==> src/rtl/cprv_mem_stage.sv <==
// Memory stage of the CPRV pipeline: issues one data-memory access per load/store,
// aligns load data, and forwards every instruction to writeback in program order.
module cprv_mem_stage #(
   parameter int DATA_WIDTH = 64,
   parameter int ADDR_WIDTH = 64
) (
   input  logic                  clk,
   input  logic                  rst,
   input  logic                  valid_mem_i,
   output logic                  ready_mem_o,
   input  logic [DATA_WIDTH-1:0] alu_out_mem_i,
   input  logic [DATA_WIDTH-1:0] rs2_data_mem_i,
   input  logic [4:0]            rd_addr_mem_i,
   input  logic                  rd_en_mem_i,
   input  logic [6:0]            opcode_mem_i,
   input  logic [2:0]            funct3_mem_i,
   input  logic                  mem_w_en_mem_i,
   output logic                  dmem_req_o,
   input  logic                  dmem_gnt_i,
   output logic                  dmem_we_o,
   output logic [ADDR_WIDTH-1:0] dmem_addr_o,
   output logic [7:0]            dmem_be_o,
   output logic [DATA_WIDTH-1:0] dmem_wdata_o,
   input  logic                  dmem_rvalid_i,
   input  logic [DATA_WIDTH-1:0] dmem_rdata_i,
   output logic                  valid_wb_o,
   input  logic                  ready_wb_i,
   output logic [4:0]            rd_addr_wb_o,
   output logic                  rd_en_wb_o,
   output logic [DATA_WIDTH-1:0] rd_data_wb_o
);

   localparam logic [1:0] S_IDLE   = 2'd0;
   localparam logic [1:0] S_REQ    = 2'd1;
   localparam logic [1:0] S_WAIT   = 2'd2;
   localparam logic [6:0] OP_LOAD  = 7'b0000011;
   localparam logic [6:0] OP_STORE = 7'b0100011;

   logic [1:0]            r_state;
   logic [2:0]            r_off;
   logic [2:0]            r_funct3;
   logic [4:0]            r_rdAddr;
   logic                  r_rdEn;

   logic                  w_accept;
   logic                  w_isStore;
   logic                  w_isLoad;
   logic                  w_isMem;
   logic [2:0]            w_off;
   logic [7:0]            w_be;
   logic [DATA_WIDTH-1:0] w_shifted;
   logic [DATA_WIDTH-1:0] w_loadData;
   logic                  w_nonMemDone;
   logic                  w_storeDone;
   logic                  w_loadDone;
   logic                  w_wbLoad;
   logic [DATA_WIDTH-1:0] w_wbData;
   logic [4:0]            w_wbAddr;
   logic                  w_wbEn;

   // New work is taken only when idle and the WB slot is empty or draining this cycle.
   assign ready_mem_o  = (r_state == S_IDLE) & (~valid_wb_o | ready_wb_i);
   assign dmem_req_o   = (r_state == S_REQ);
   assign w_accept     = valid_mem_i & ready_mem_o;
   assign w_isStore    = (opcode_mem_i == OP_STORE) | mem_w_en_mem_i;
   assign w_isLoad     = (opcode_mem_i == OP_LOAD) & ~w_isStore;
   assign w_isMem      = w_isLoad | w_isStore;
   assign w_off        = alu_out_mem_i[2:0];

   // Misaligned lanes that spill past the doubleword are simply shifted out of the byte mask.
   always_comb begin
      w_be = 8'h00;
      case (funct3_mem_i[1:0])
         2'b00:   w_be = 8'h01 << w_off;
         2'b01:   w_be = 8'h03 << w_off;
         2'b10:   w_be = 8'h0F << w_off;
         default: w_be = 8'hFF;
      endcase
   end

   assign w_shifted = dmem_rdata_i >> {r_off, 3'b000};

   always_comb begin
      w_loadData = w_shifted;
      case (r_funct3)
         3'b000:  w_loadData = {{(DATA_WIDTH-8){w_shifted[7]}}, w_shifted[7:0]};
         3'b001:  w_loadData = {{(DATA_WIDTH-16){w_shifted[15]}}, w_shifted[15:0]};
         3'b010:  w_loadData = {{(DATA_WIDTH-32){w_shifted[31]}}, w_shifted[31:0]};
         3'b100:  w_loadData = {{(DATA_WIDTH-8){1'b0}}, w_shifted[7:0]};
         3'b101:  w_loadData = {{(DATA_WIDTH-16){1'b0}}, w_shifted[15:0]};
         3'b110:  w_loadData = {{(DATA_WIDTH-32){1'b0}}, w_shifted[31:0]};
         default: w_loadData = w_shifted;
      endcase
   end

   assign w_nonMemDone = w_accept & ~w_isMem;
   assign w_storeDone  = (r_state == S_REQ) & dmem_gnt_i & dmem_we_o;
   assign w_loadDone   = (r_state == S_WAIT) & dmem_rvalid_i;
   assign w_wbLoad     = w_nonMemDone | w_storeDone | w_loadDone;

   always_comb begin
      w_wbData = alu_out_mem_i;
      w_wbAddr = rd_addr_mem_i;
      w_wbEn   = rd_en_mem_i;
      if (w_storeDone) begin
         w_wbData = '0;
         w_wbAddr = r_rdAddr;
         w_wbEn   = 1'b0;
      end else if (w_loadDone) begin
         w_wbData = w_loadData;
         w_wbAddr = r_rdAddr;
         w_wbEn   = r_rdEn;
      end
   end

   // Request fields are captured once at accept and held until the access completes.
   always_ff @(posedge clk or posedge rst) begin
      if (rst) begin
         r_state      <= S_IDLE;
         r_off        <= 3'd0;
         r_funct3     <= 3'd0;
         r_rdAddr     <= 5'd0;
         r_rdEn       <= 1'b0;
         dmem_we_o    <= 1'b0;
         dmem_addr_o  <= '0;
         dmem_be_o    <= 8'h00;
         dmem_wdata_o <= '0;
      end else begin
         case (r_state)
            S_IDLE: begin
               if (w_accept & w_isMem) begin
                  r_state      <= S_REQ;
                  r_off        <= w_off;
                  r_funct3     <= funct3_mem_i;
                  r_rdAddr     <= rd_addr_mem_i;
                  r_rdEn       <= rd_en_mem_i;
                  dmem_we_o    <= w_isStore;
                  dmem_addr_o  <= {alu_out_mem_i[ADDR_WIDTH-1:3], 3'b000};
                  dmem_be_o    <= w_be;
                  dmem_wdata_o <= rs2_data_mem_i << {w_off, 3'b000};
               end
            end
            S_REQ: begin
               if (dmem_gnt_i) r_state <= dmem_we_o ? S_IDLE : S_WAIT;
            end
            S_WAIT: begin
               if (dmem_rvalid_i) r_state <= S_IDLE;
            end
            default: r_state <= S_IDLE;
         endcase
      end
   end

   always_ff @(posedge clk or posedge rst) begin
      if (rst) begin
         valid_wb_o   <= 1'b0;
         rd_addr_wb_o <= 5'd0;
         rd_en_wb_o   <= 1'b0;
         rd_data_wb_o <= '0;
      end else begin
         if (w_wbLoad) begin
            valid_wb_o   <= 1'b1;
            rd_addr_wb_o <= w_wbAddr;
            rd_en_wb_o   <= w_wbEn;
            rd_data_wb_o <= w_wbData;
         end else if (ready_wb_i) begin
            valid_wb_o   <= 1'b0;
         end
      end
   end

endmodule

==> config.mk <==
export PLATFORM = sky130hd
export DESIGN_NAME = cprv_mem_stage
export DESIGN_NICKNAME = d
export VERILOG_FILES = /design/src/rtl/cprv_mem_stage.sv
export SDC_FILE = /design/constraint.sdc
export NUM_CORES = 1
export LEC_CHECK = 0
export ABC_AREA = 1
export ABC_CLOCK_PERIOD_IN_PS = 9350
export BUFFER_PORTS_ARGS = -buffer_cell sky130_fd_sc_hd__buf_2
export CELL_PAD_IN_SITES_DETAIL_PLACEMENT = 1
export CELL_PAD_IN_SITES_GLOBAL_PLACEMENT = 1
export CORE_MARGIN = 5
export CORE_UTILIZATION = 36
export DETAILED_ROUTE_END_ITERATION = 6
export PLACE_DENSITY_LB_ADDON = 0.25
export SYNTH_ARGS = -nofsm -noshare
export SYNTH_HDL_FRONTEND = slang
export SYNTH_SLANG_ARGS = --single-unit
==> constraint.sdc <==
create_clock -name clk -period 9.35 [get_ports clk]
set_clock_uncertainty 0.15 [all_clocks]
set_input_delay 1.87 -clock clk [delete_from_list [all_inputs] [get_ports clk]]
set_output_delay 1.87 -clock clk [all_outputs]
set_load 0.01 [all_outputs]
==> results list <==
- Status: complete, no violations
- Max-slew headroom: 24.8%
- Share of post-route cells with drive strength above 1: 21.8%
* Final Util: 44.7%
- Flop and latch count out of synthesis: 219
- Clock Root Buffer: sky130_fd_sc_hd__clkbuf_16
* Post-route setup TNS: 0 ps
- Routed WL per cell: 20.4 µm
* Initial cell density of the core: 36.2%
- Cells resized by post-CTS repair: 0
- Wire length of the first global-routing pass: 88600 µm
* Leakage: 9.39 nW
- First DRT Iteration DRCs: 932
- Die area: 0.0406 mm²
* Critical path startpoint: ready_wb_i
* CP endpoint kind: output port
* Total number of nets in the final design: 2541
- Summed over its instances, the top area cell type makes up 41.5% of the synthesized netlist area.
- Hold crit path type: register to register
- Clock latency on the worst-skew pair, taken at its later pin, is 560 ps.
- The routed design could run at a clock period as short as 4520 ps.
* CP cell instances: buf_2 > inv_1 > nand2_1 > nand2_1 > inv_1 > buf_2
* Cell types with the largest area share after synthesis: sky130_fd_sc_hd__dfrtp_1 (42%), sky130_fd_sc_hd__nand2_1 (24%), sky130_fd_sc_hd__o21ai_0 (7.7%), sky130_fd_sc_hd__nand3_1 (5.5%), sky130_fd_sc_hd__inv_1 (5.3%)
- Clock-pin slew was measured on the worst setup and hold paths at 60 ps.
- The tool flagged a number of max-cap violations equal to 0.
- Clock Sinks: 219
- After floorplanning, the core was divided into 70 placement rows.
* Critical path type: primary input to output port
- The routed layout has 14700 vias.
- After detailed placement, the total cell area comes to 0.0154 mm².
- CTS built an H-tree with a depth of 1.
- Number of design rule violations left after detail routing: 0
* Number of buffers on the longest clock path: 3
* Register area share after synthesis: 41.5%
* VDD IR max: 0.126 mV
- Cell taking the most area after synthesis: sky130_fd_sc_hd__dfrtp_1
- Area added between synthesis and finish: 23.4%
* Total of hold buffers inserted after clock tree synthesis: 0
- Std-Cell Core Area: 0.0364 mm²
- Setup repair after global routing left no endpoint under its margin.
* Avg Cell Area, Syn: 6.62 µm²
- TritonCTS created 27 clock buffers.
- Die Height: 201 µm
- Final-layout worst hold slack: 325 ps
* Count of flip-flops with a built-in enable after synthesis: 0
* Die X-Extent: 201 µm
- Synthesis produced 1994 cells.
- The count of final max-slew check failures is 0.
* Sum of net half-perimeters after detailed placement: 43000 µm
- Number of I/O pins: 425
* Cell with the largest stage delay on the worst path: sky130_fd_sc_hd__nand2_1
* Period utilization: 48.3%
- The total overflow left after global routing is 0.
* Post-CTS Setup Bufs: 0
- Most common flop cell mapped by yosys: sky130_fd_sc_hd__dfrtp_1
- Data required time at the worst endpoint: 7330 ps
- Overall track demand over capacity in global routing: 27.3%
* TritonRoute pass-1 iters: 5
* TritonCTS clock tree: done
* # fillers: 4859
* Kind of start point of the critical path: primary input
- In this run the worst path has a maximum fanout of 2.
* Post-route cell area: 0.0163 mm²
- Arrival time at the worst endpoint: 2500 ps
- The commonest cells after synthesis are sky130_fd_sc_hd__nand2_1 (834), sky130_fd_sc_hd__dfrtp_1 (219), sky130_fd_sc_hd__o21ai_0 (204).
- Count of distinct cell types in the synthesized netlist: 34
* Largest net degree at the start of global routing: 128
- Derived from the worst setup path, the maximum achievable clock frequency is 0.221 GHz.
- Average vias per placed instance: 5.20
- Setup slack on the worst reg-to-reg path comes out at 5870 ps.
- The via count of the first global-routing pass came to 15500.
- Slew at the pin closest to its max-slew limit: 1130 ps
- The count of endpoints failing hold in the final timing report is 0.
* Antenna Violating Nets Remaining: 0
- The startpoint identified for the worst register-to-register timing path is r_off[0].
- Setup violations remaining at the end of the flow were counted as 0.
- Antenna violations before repair: 16
- For this run, asynchronously set or reset flops after synthesis account for 100%.
- Among all cell types in the netlist, the one instantiated most often is sky130_fd_sc_hd__nand2_1.
* Gp weighted congestion: 0.972
- Yosys Warn Count: 0
- Category of cells accounting for the largest share of critical-path delay: buffers and inverters
* CP peak stage delay: 140 ps
* Worst path buffer plus inverter count: 4
- Post-synthesis instance area: 0.0132 mm²
- After detailed routing, the total wire length is 57600 µm.
* Total power density per cell area: 287 mW/mm²
* Startpoint of the tightest hold check path: rd_data_wb_o[32]
* Number of buffers inserted by port buffering: 421
==> layer usage <==
layer | track usage [%] | wire length, µm | up-vias
met3 | 6.64 | 3790 | 124
li1 | - | - | 6977
met4 | 9.99 | 2390 | 14
met1 | 32.2 | 22700 | 7134
met5 | 0 | 87 | -
met2 | 48.1 | 28600 | 426
==> where the power goes <==
part | internal [mW] | total, mW | switching (mW)
Sequential | 1.32 | 1.56 | 0.231
Combinational | 0.653 | 2.04 | 1.39
Clock | 0.631 | 1.08 | 0.449
Total | 2.61 | 4.68 | 2.07
==> layout by cell type (no fill, tap or decap), drive strengths merged <==
master    count
nand2       837
buf         436
dfrtp       219
o21ai       206
inv         198
nand3       150
nor2         97
a21oi        42
clkbuf       36
nand4        32
o31ai        19
o22ai        13
o211ai       10
diode         9
clkinv        9
a22oi         7
o41ai         5
or2           5
nor3          5
a31oi         4
o221ai        3
conb          3
clkinvlp      3
ha            2
bufinv        2
a311oi        1
a31o          1
==> path summary, 6_finish.rpt <==
path / to / cells after the start
min in group asynchronous: dmem_wdata_o[23] / 2
max in group asynchronous: dmem_addr_o[43] / 3
worst min-delay path: rd_data_wb_o[32] / 2
worst min register to register: rd_data_wb_o[32] / 2
worst max-delay path: ready_mem_o / 6
worst max register to register: rd_data_wb_o[31] / 13
==> area by class of cell <==
cell class | count | area [µm²] | share of cell area (%)
tap | 468 | 586 | 3.60
inverter | 198 | 751 | 4.61
multi-input combinational | 1442 | 6320 | 38.8
timing repair buffer | 436 | 2220 | 13.6
clock inverter | 14 | 150 | 0.922
clock buffer | 36 | 759 | 4.66
sequential | 219 | 5480 | 33.7
antenna | 9 | 22.5 | 0.138
==> kinds of logic after synthesis <==
family	synth area share, %
buffers and inverters	10.8
AO/OA/AOI/OAI	12.9
flip-flops	41.5
other	0.0284
adder cells (fa/ha/maj)	0.190
AND/OR/NAND/NOR	34.5
==> per-stage QoR <==
stage | setup WS (ps) | power [mW] | cells
final | 4830 | 4.68 | 2822
after global routing | 4800 | 5.00 | 2816
after CTS | 4790 | 4.72 | 2813
after detailed placement | 4590 | 3.61 | 2763
after global placement | 4720 | 3.54 | 2763
after floorplan | 1340 | 2.75 | 1996
==> registers in the layout (all words and copies together) (netlist names), 3 cells and up <==
register,cells
rd_data_wb_o,64
r_off,3
dmem_addr_o,61
dmem_be_o,8
r_rdAddr,5
r_funct3,3
rd_addr_wb_o,5
dmem_wdata_o,64
==> worst reg2reg max path: cells and delay by family (launching register included) <==
family        cells  cell delay [ps]
simple gates      9             1790
buf+inv           4             1120
flops             1              370
(Power assumes the default switching activity.)
